File: config.mk
export PLATFORM = sky130hd
export DESIGN_NAME = alu_entry_ctrl
export DESIGN_NICKNAME = d
export VERILOG_FILES = /design/src/rtl/alu_board_pkg.sv /design/src/rtl/btn_debounce.sv /design/src/rtl/alu_entry_ctrl.sv
export SDC_FILE = /design/constraint.sdc
export NUM_CORES = 1
export LEC_CHECK = 0
export CAP_MARGIN = 15
export CORE_MARGIN = 2
export CORE_UTILIZATION = 53
export CTS_BUF_LIST = sky130_fd_sc_hd__clkbuf_4 sky130_fd_sc_hd__clkbuf_8
export DETAILED_ROUTE_END_ITERATION = 8
export MAX_ROUTING_LAYER = met4
export PLACE_DENSITY_LB_ADDON = 0.05
export SYNTH_ARGS = -nofsm -noshare
export SYNTH_HDL_FRONTEND = slang
export SYNTH_SLANG_ARGS = --single-unit
File: constraint.sdc
create_clock -name CLK -period 3 [get_ports CLK]
set_input_delay 0.9 -clock CLK [delete_from_list [all_inputs] [get_ports CLK]]
set_output_delay 0.9 -clock CLK [all_outputs]
set_load 0.01 [all_outputs]
File: src/rtl/alu_board_pkg.sv
// Shared definitions for the 4-bit ALU board: widths, FSM state encoding,
// status-LED colours and the encoder step helpers.
// No ports (package).
package alu_board_pkg;

  localparam int OPW  = 4;  // operand width
  localparam int SELW = 3;  // opcode width
  localparam int RESW = 5;  // result width {flag, result[3:0]}

  typedef enum logic [2:0] {
    ENTER_A  = 3'd0,
    ENTER_B  = 3'd1,
    ENTER_OP = 3'd2,
    EXEC     = 3'd3,
    SHOW     = 3'd4
  } state_t;

  // Colour codes packed as {r, g, b}
  localparam logic [2:0] COL_OFF   = 3'b000;
  localparam logic [2:0] COL_RED   = 3'b100;
  localparam logic [2:0] COL_GREEN = 3'b010;
  localparam logic [2:0] COL_BLUE  = 3'b001;
  localparam logic [2:0] COL_WHITE = 3'b111;

  function automatic logic [2:0] state_colour(input state_t s);
    logic [2:0] c;
    case (s)
      ENTER_A:  c = COL_GREEN;
      ENTER_B:  c = COL_RED;
      ENTER_OP: c = COL_BLUE;
      EXEC:     c = COL_OFF;
      SHOW:     c = COL_WHITE;
      default:  c = COL_OFF;
    endcase
    return c;
  endfunction

  // Simultaneous CW and CCW cancel out; wrap is the natural modulo of the width.
  function automatic logic [OPW-1:0] step_opnd(input logic [OPW-1:0] v,
                                               input logic cw, input logic ccw);
    logic [OPW-1:0] r;
    if (cw && !ccw)      r = v + 4'd1;
    else if (ccw && !cw) r = v - 4'd1;
    else                 r = v;
    return r;
  endfunction

  function automatic logic [SELW-1:0] step_sel(input logic [SELW-1:0] v,
                                               input logic cw, input logic ccw);
    logic [SELW-1:0] r;
    if (cw && !ccw)      r = v + 3'd1;
    else if (ccw && !cw) r = v - 3'd1;
    else                 r = v;
    return r;
  endfunction

endpackage

File: src/rtl/btn_debounce.sv
// Push-button debouncer. BTN is sampled once every DEB_CYCLES clocks; the
// stable level only follows two equal consecutive samples. PRESS pulses for
// one cycle after the stable level rises.
// Ports: CLK clock, RST sync active-high reset, BTN raw button (1 = pressed),
//        PRESS one-cycle press pulse.
module btn_debounce #(
  parameter int DEB_CYCLES = 1_000_000
) (
  input  logic CLK,
  input  logic RST,
  input  logic BTN,
  output logic PRESS
);

  localparam int CW = (DEB_CYCLES < 2) ? 1 : $clog2(DEB_CYCLES);
  localparam logic [CW-1:0] CNT_LAST = CW'(DEB_CYCLES - 1);

  logic [CW-1:0] cnt_r;
  logic          sample_r;
  logic          stable_r;
  logic          stable_d_r;

  // Sampling period counter, sample/stable registers and edge-detect delay
  always_ff @(posedge CLK) begin
    if (RST) begin
      cnt_r      <= '0;
      sample_r   <= 1'b0;
      stable_r   <= 1'b0;
      stable_d_r <= 1'b0;
    end else begin
      stable_d_r <= stable_r;
      if (cnt_r == CNT_LAST) begin
        cnt_r    <= '0;
        sample_r <= BTN;
        if (BTN == sample_r) begin
          stable_r <= BTN;
        end else begin
          stable_r <= stable_r;
        end
      end else begin
        cnt_r    <= cnt_r + 1'b1;
        sample_r <= sample_r;
        stable_r <= stable_r;
      end
    end
  end

  // Built purely from registers, so the pulse is glitch-free
  assign PRESS = stable_r & ~stable_d_r;

endmodule

File: src/rtl/alu_entry_ctrl.sv
// Operator-sequencing controller for the 4-bit ALU board. Encoder steps edit
// A, B and the opcode in turn; button presses advance ENTER_A -> ENTER_B ->
// ENTER_OP -> EXEC -> SHOW -> ENTER_A. RES/VALID are latched after the ALU
// has had SETTLE_CYCLES cycles to settle. All outputs are registered.
// Optional build macro AUTO_CYCLE_EN: SHOW auto-advances SEL and re-executes
// after AUTO_PERIOD cycles.
// Ports: CLK clock, RST sync active-high reset, STEP_CW/STEP_CCW encoder
//        pulses, BTN raw button, ALU_RES ALU result in; A, B, SEL to ALU;
//        RES latched result, VALID result matches A/B/SEL;
//        LED_R/LED_G/LED_B status LED bank.
module alu_entry_ctrl
  import alu_board_pkg::*;
#(
  parameter int DEB_CYCLES    = 1_000_000,
  parameter int SETTLE_CYCLES = 2
`ifdef AUTO_CYCLE_EN
  , parameter int AUTO_PERIOD = 50_000_000
`endif
) (
  input  logic            CLK,
  input  logic            RST,
  input  logic            STEP_CW,
  input  logic            STEP_CCW,
  input  logic            BTN,
  input  logic [RESW-1:0] ALU_RES,
  output logic [OPW-1:0]  A,
  output logic [OPW-1:0]  B,
  output logic [SELW-1:0] SEL,
  output logic [RESW-1:0] RES,
  output logic            VALID,
  output logic [7:0]      LED_R,
  output logic [7:0]      LED_G,
  output logic [7:0]      LED_B
);

  localparam int SCW = (SETTLE_CYCLES < 4) ? 2 : $clog2(SETTLE_CYCLES);
  localparam logic [SCW-1:0] SETTLE_LAST = SCW'(SETTLE_CYCLES - 1);

  logic            press_s;
  state_t          state_r, state_nxt_s;
  logic [OPW-1:0]  a_r, a_nxt_s, b_r, b_nxt_s;
  logic [SELW-1:0] sel_r, sel_nxt_s;
  logic [RESW-1:0] res_r, res_nxt_s;
  logic            valid_r, valid_nxt_s;
  logic [SCW-1:0]  settle_r, settle_nxt_s;
  logic [2:0]      col_nxt_s;
  logic [7:0]      led_red_r, led_grn_r, led_blu_r;
`ifdef AUTO_CYCLE_EN
  localparam int DWW = (AUTO_PERIOD < 4) ? 2 : $clog2(AUTO_PERIOD);
  localparam logic [DWW-1:0] DWELL_LAST = DWW'(AUTO_PERIOD - 1);
  logic [DWW-1:0]  dwell_r, dwell_nxt_s;
`endif

  btn_debounce #(.DEB_CYCLES(DEB_CYCLES)) u_deb (
    .CLK   (CLK),
    .RST   (RST),
    .BTN   (BTN),
    .PRESS (press_s)
  );

  // Next-state and next-field logic; counters idle at zero outside their state
  always_comb begin
    state_nxt_s  = state_r;
    a_nxt_s      = a_r;
    b_nxt_s      = b_r;
    sel_nxt_s    = sel_r;
    res_nxt_s    = res_r;
    valid_nxt_s  = valid_r;
    settle_nxt_s = '0;
`ifdef AUTO_CYCLE_EN
    dwell_nxt_s  = '0;
`endif
    case (state_r)
      ENTER_A: begin
        a_nxt_s = step_opnd(a_r, STEP_CW, STEP_CCW);
        if (press_s) state_nxt_s = ENTER_B;
        else         state_nxt_s = ENTER_A;
      end
      ENTER_B: begin
        b_nxt_s = step_opnd(b_r, STEP_CW, STEP_CCW);
        if (press_s) state_nxt_s = ENTER_OP;
        else         state_nxt_s = ENTER_B;
      end
      ENTER_OP: begin
        sel_nxt_s = step_sel(sel_r, STEP_CW, STEP_CCW);
        if (press_s) state_nxt_s = EXEC;
        else         state_nxt_s = ENTER_OP;
      end
      EXEC: begin
        // ALU_RES is sampled on the last settle cycle, together with SHOW entry
        if (settle_r == SETTLE_LAST) begin
          res_nxt_s   = ALU_RES;
          valid_nxt_s = 1'b1;
          state_nxt_s = SHOW;
        end else begin
          settle_nxt_s = settle_r + 1'b1;
          state_nxt_s  = EXEC;
        end
      end
      SHOW: begin
        if (press_s) begin
          valid_nxt_s = 1'b0;
          state_nxt_s = ENTER_A;
        end else begin
`ifdef AUTO_CYCLE_EN
          if (dwell_r == DWELL_LAST) begin
            sel_nxt_s   = sel_r + 3'd1;
            valid_nxt_s = 1'b0;
            state_nxt_s = EXEC;
          end else begin
            dwell_nxt_s = dwell_r + 1'b1;
            state_nxt_s = SHOW;
          end
`else
          state_nxt_s = SHOW;
`endif
        end
      end
      default: begin
        valid_nxt_s = 1'b0;
        state_nxt_s = ENTER_A;
      end
    endcase
    col_nxt_s = state_colour(state_nxt_s);
  end

  // State, fields and LED registers; LEDs are built from next values so they
  // line up with the state they describe
  always_ff @(posedge CLK) begin
    if (RST) begin
      state_r   <= ENTER_A;
      a_r       <= 4'd0;
      b_r       <= 4'd0;
      sel_r     <= 3'd0;
      res_r     <= 5'd0;
      valid_r   <= 1'b0;
      settle_r  <= '0;
      led_red_r <= 8'd0;
      led_grn_r <= 8'd0;
      led_blu_r <= 8'd0;
`ifdef AUTO_CYCLE_EN
      dwell_r   <= '0;
`endif
    end else begin
      state_r   <= state_nxt_s;
      a_r       <= a_nxt_s;
      b_r       <= b_nxt_s;
      sel_r     <= sel_nxt_s;
      res_r     <= res_nxt_s;
      valid_r   <= valid_nxt_s;
      settle_r  <= settle_nxt_s;
      led_red_r <= {col_nxt_s[2], 7'd0};
      led_grn_r <= {col_nxt_s[1], 2'b00, (valid_nxt_s ? res_nxt_s : 5'd0)};
      led_blu_r <= {col_nxt_s[0], 4'd0, sel_nxt_s};
`ifdef AUTO_CYCLE_EN
      dwell_r   <= dwell_nxt_s;
`endif
    end
  end

  assign A     = a_r;
  assign B     = b_r;
  assign SEL   = sel_r;
  assign RES   = res_r;
  assign VALID = valid_r;
  assign LED_R = led_red_r;
  assign LED_G = led_grn_r;
  assign LED_B = led_blu_r;

endmodule

==> impl_results.md <==
* Die width at 73.2 um
* Mapped Area at 0.00253 mm^2
* WL final at 4350 um
* Post-route cell area at 0.00301 mm^2
* DRT iter0 DRCs at 107
* CP delay by family, top: buffers and inverters
* Minimum clock period at 2680 ps
* CTS clk-pin slew, worst paths at 100 ps
* Max-slew headroom at 56.1%
* Synth cell types at 46
* Commonest cells after routing, fill and taps aside: dfxtp_1, clkdlybuf4s50_1, nor2_1, a21oi_1
* Placer congestion estimate at 0.766
* Worst Path Required at 3200 ps
* DRT antenna net count at 0
* # hold bufs at CTS at 0
* Pre-antenna DRT Iters at 4
* Worst vdd ir at 0.411 mV
* Seq/Total Area, Yosys at 41.9%
* Starting Density at 54.4%
* CTS Buffer Depth at 2
* Ys Warns at 0
* Wire per inst at 11.6 um
* Synth Flop Type: dfxtp_1
* Final Cycle Share at 89.4%
* Layout filler cell count at 429
* Core area at 0.00466 mm^2
* Worst hold-check path type: flop to flop
* H-tree depth at 2
* Chip Height at 73.2 um
* Syn Area/Cell at 8.96 um^2
* Critical path fanouts, max at 5
* GRT Util Overall at 17.8%
* Post-synth ARST share at 0%
* Biggest cell delay along the critical path at 480 ps
* Share of cells above drive strength 1 at 7.48%
* Max-slew violations at 0
* Worst clock skew at 10.4 ps
* Placed Area at 0.00291 mm^2
* Resized cells post-CTS at 0
* EDFF count, synth at 0
* Clk sink count at 53
* Crit-path cells: clkdlybuf4s50_1 -> inv_1 -> ha_1 -> inv_1 -> ha_1 -> a21o_1 -> a21oi_1 -> mux2i_1 -> mux2_2
* Largest net degree at the start of global routing at 21
* Input/output buffers at 37
* #FFs+latches synth at 53
* Worst path slowest cell: clkdlybuf4s50_1
* IO Count at 51
* # diodes at 0
* Crit path buf inv count at 3
* Crit end category: flop
* Number of nets in the layout at 342
* DR vias/cell at 5.21
* TritonCTS clock tree: done
* PwrDens at 425 mW/mm^2
* Fmax achieved at 0.373 GHz
* Die Area at 0.00535 mm^2
* Critical path class: input port to flop
* Leak at 1.12 nW
* Row count at 25
* Outcome: completed
* Vias at 1,952
* CP Launch Type: input port
* Area growth, synth to finish at 18.6%
* Total CTS buffers at 5
* Post-route insts no fill at 375
* Residual DRC count at 0
* GR Overflow Total at 0
* Final setup viols at 0
* Slew of the pin with the lowest slew margin at 659 ps
* Max cap viols at 0
* Clock Latency Late Sink at 310 ps
* RSZ-0062 raised after global routing: no
* Vias in the first global route at 1,730
* WP data arrival at 2880 ps
* Post-Synthesis Cells at 283
* Commonest non-fill, non-tap cell in the layout: dfxtp_1
* Final HPWL DP at 3160 um
* Antenna violations before repair at 0
* Root Buffer: clkbuf_8
* Setup bufs post-CTS at 0
* Placed insts at 367
* Fin. Hold Viols at 0
* First-pass GRT wire length at 7290 um
==> kinds of logic after synthesis <==
logic type | count (synthesis) | synth area share (%)
AND/OR/NAND/NOR | 101 | 21.4
other | 1 | 0.148
flip-flops | 53 | 41.9
adder cells (fa/ha/maj) | 12 | 6.52
XOR/XNOR | 15 | 5.18
buffers and inverters | 41 | 8.64
AO/OA/AOI/OAI | 49 | 11.8
multiplexers | 11 | 4.44
==> state kept, by name (all words and copies together) (netlist names), 2 cells and up <==
signal and count:
u_deb.cnt_r 20, LED_G 6, RES 5, A 4, B 4, state_r 3
LED_B 2, SEL 2, settle_r 2
==> Yosys cell counts (2+ instances only) <==
cell      instances  share of area (%)
dfxtp_1          53                 42
nor2_1           33                4.9
a21oi_1          19                3.8
buf_4            16                4.7
inv_1            14                2.1
nand2_1          14                2.1
xnor2_1          13                4.5
ha_1             10                4.9
mux2i_1           9                3.6
nand3_1           9                1.8
o21ai_0           8                1.6
or4_1             7                2.1
clkbuf_1          6               0.89
and2_1            5                1.2
nor2b_1           5                1.2
nor3_1            5               0.99
a211oi_1          4                1.2
buf_2             4               0.79
nor4_1            4               0.99
or3_1             4               0.99
a21o_1            3               0.89
nand2b_1          3               0.74
o211ai_1          3               0.89
o31ai_1           3               0.89
a31oi_1           2               0.49
fa_1              2                1.6
mux2_2            2               0.89
nand4_1           2               0.49
o21a_1            2               0.59
or2_2             2               0.49
xor2_1            2               0.69
==> where the power goes <==
part | total (mW) | internal, mW | switching, mW
registers | 0.734 | 0.719 | 0.0155
clock network | 0.408 | 0.169 | 0.239
logic | 0.136 | 0.0735 | 0.0624
total | 1.28 | 0.961 | 0.317
==> metal layers <==
layer | share of wire, % | GRT usage [%] | vias to the layer above
met1 | 47 | 21.0 | 898
met2 | 48 | 28.9 | 31
met5 | 0 | - | -
li1 | - | - | 1017
met4 | 1.4 | 7.61 | 0
met3 | 3.2 | 4.28 | 6
==> metrics by stage <==
stage / utilization, % / hold WS [ps] / setup TNS [ps] / setup slack (ps) / total power [mW]
3_5_place_dp: 62.5 / 436 / -50.1 / -28.6 / 0.888
6_report: 64.5 / 464 / 0 / 319 / 1.28
3_3_place_gp: 62.5 / 414 / 0 / 8.12 / 0.886
4_1_cts: 64.5 / 462 / 0 / 299 / 1.30
2_1_floorplan: - / 405 / 0 / 392 / 0.845
5_1_grt: 64.5 / 470 / 0 / 180 / 1.34
==> final cells by class <==
| cell class | instances | area (um^2) | area share, % |
|---|---|---|---|
| Timing Repair Buffer | 45 | 430 | 14.3 |
| Multi-Input combinational cell | 201 | 1300 | 43.3 |
| Tap cell | 54 | 67.6 | 2.25 |
| Clock inverter | 3 | 25.0 | 0.833 |
| Clock buffer | 5 | 68.8 | 2.29 |
| Inverter | 14 | 52.6 | 1.75 |
| Sequential cell | 53 | 1060 | 35.3 |
==> final timing paths <==
kind                                      start        endpoint  slack [ps]  cells past startpoint
worst max-delay path                   STEP_CCW            A[3]         320                      9
worst min-delay path                settle_r[0]     settle_r[0]         460                      1
worst max register to register  u_deb.cnt_r[11]  u_deb.cnt_r[9]         840                      4
worst min register to register      settle_r[0]     settle_r[0]         460                      1
(Power assumes the default switching activity.)
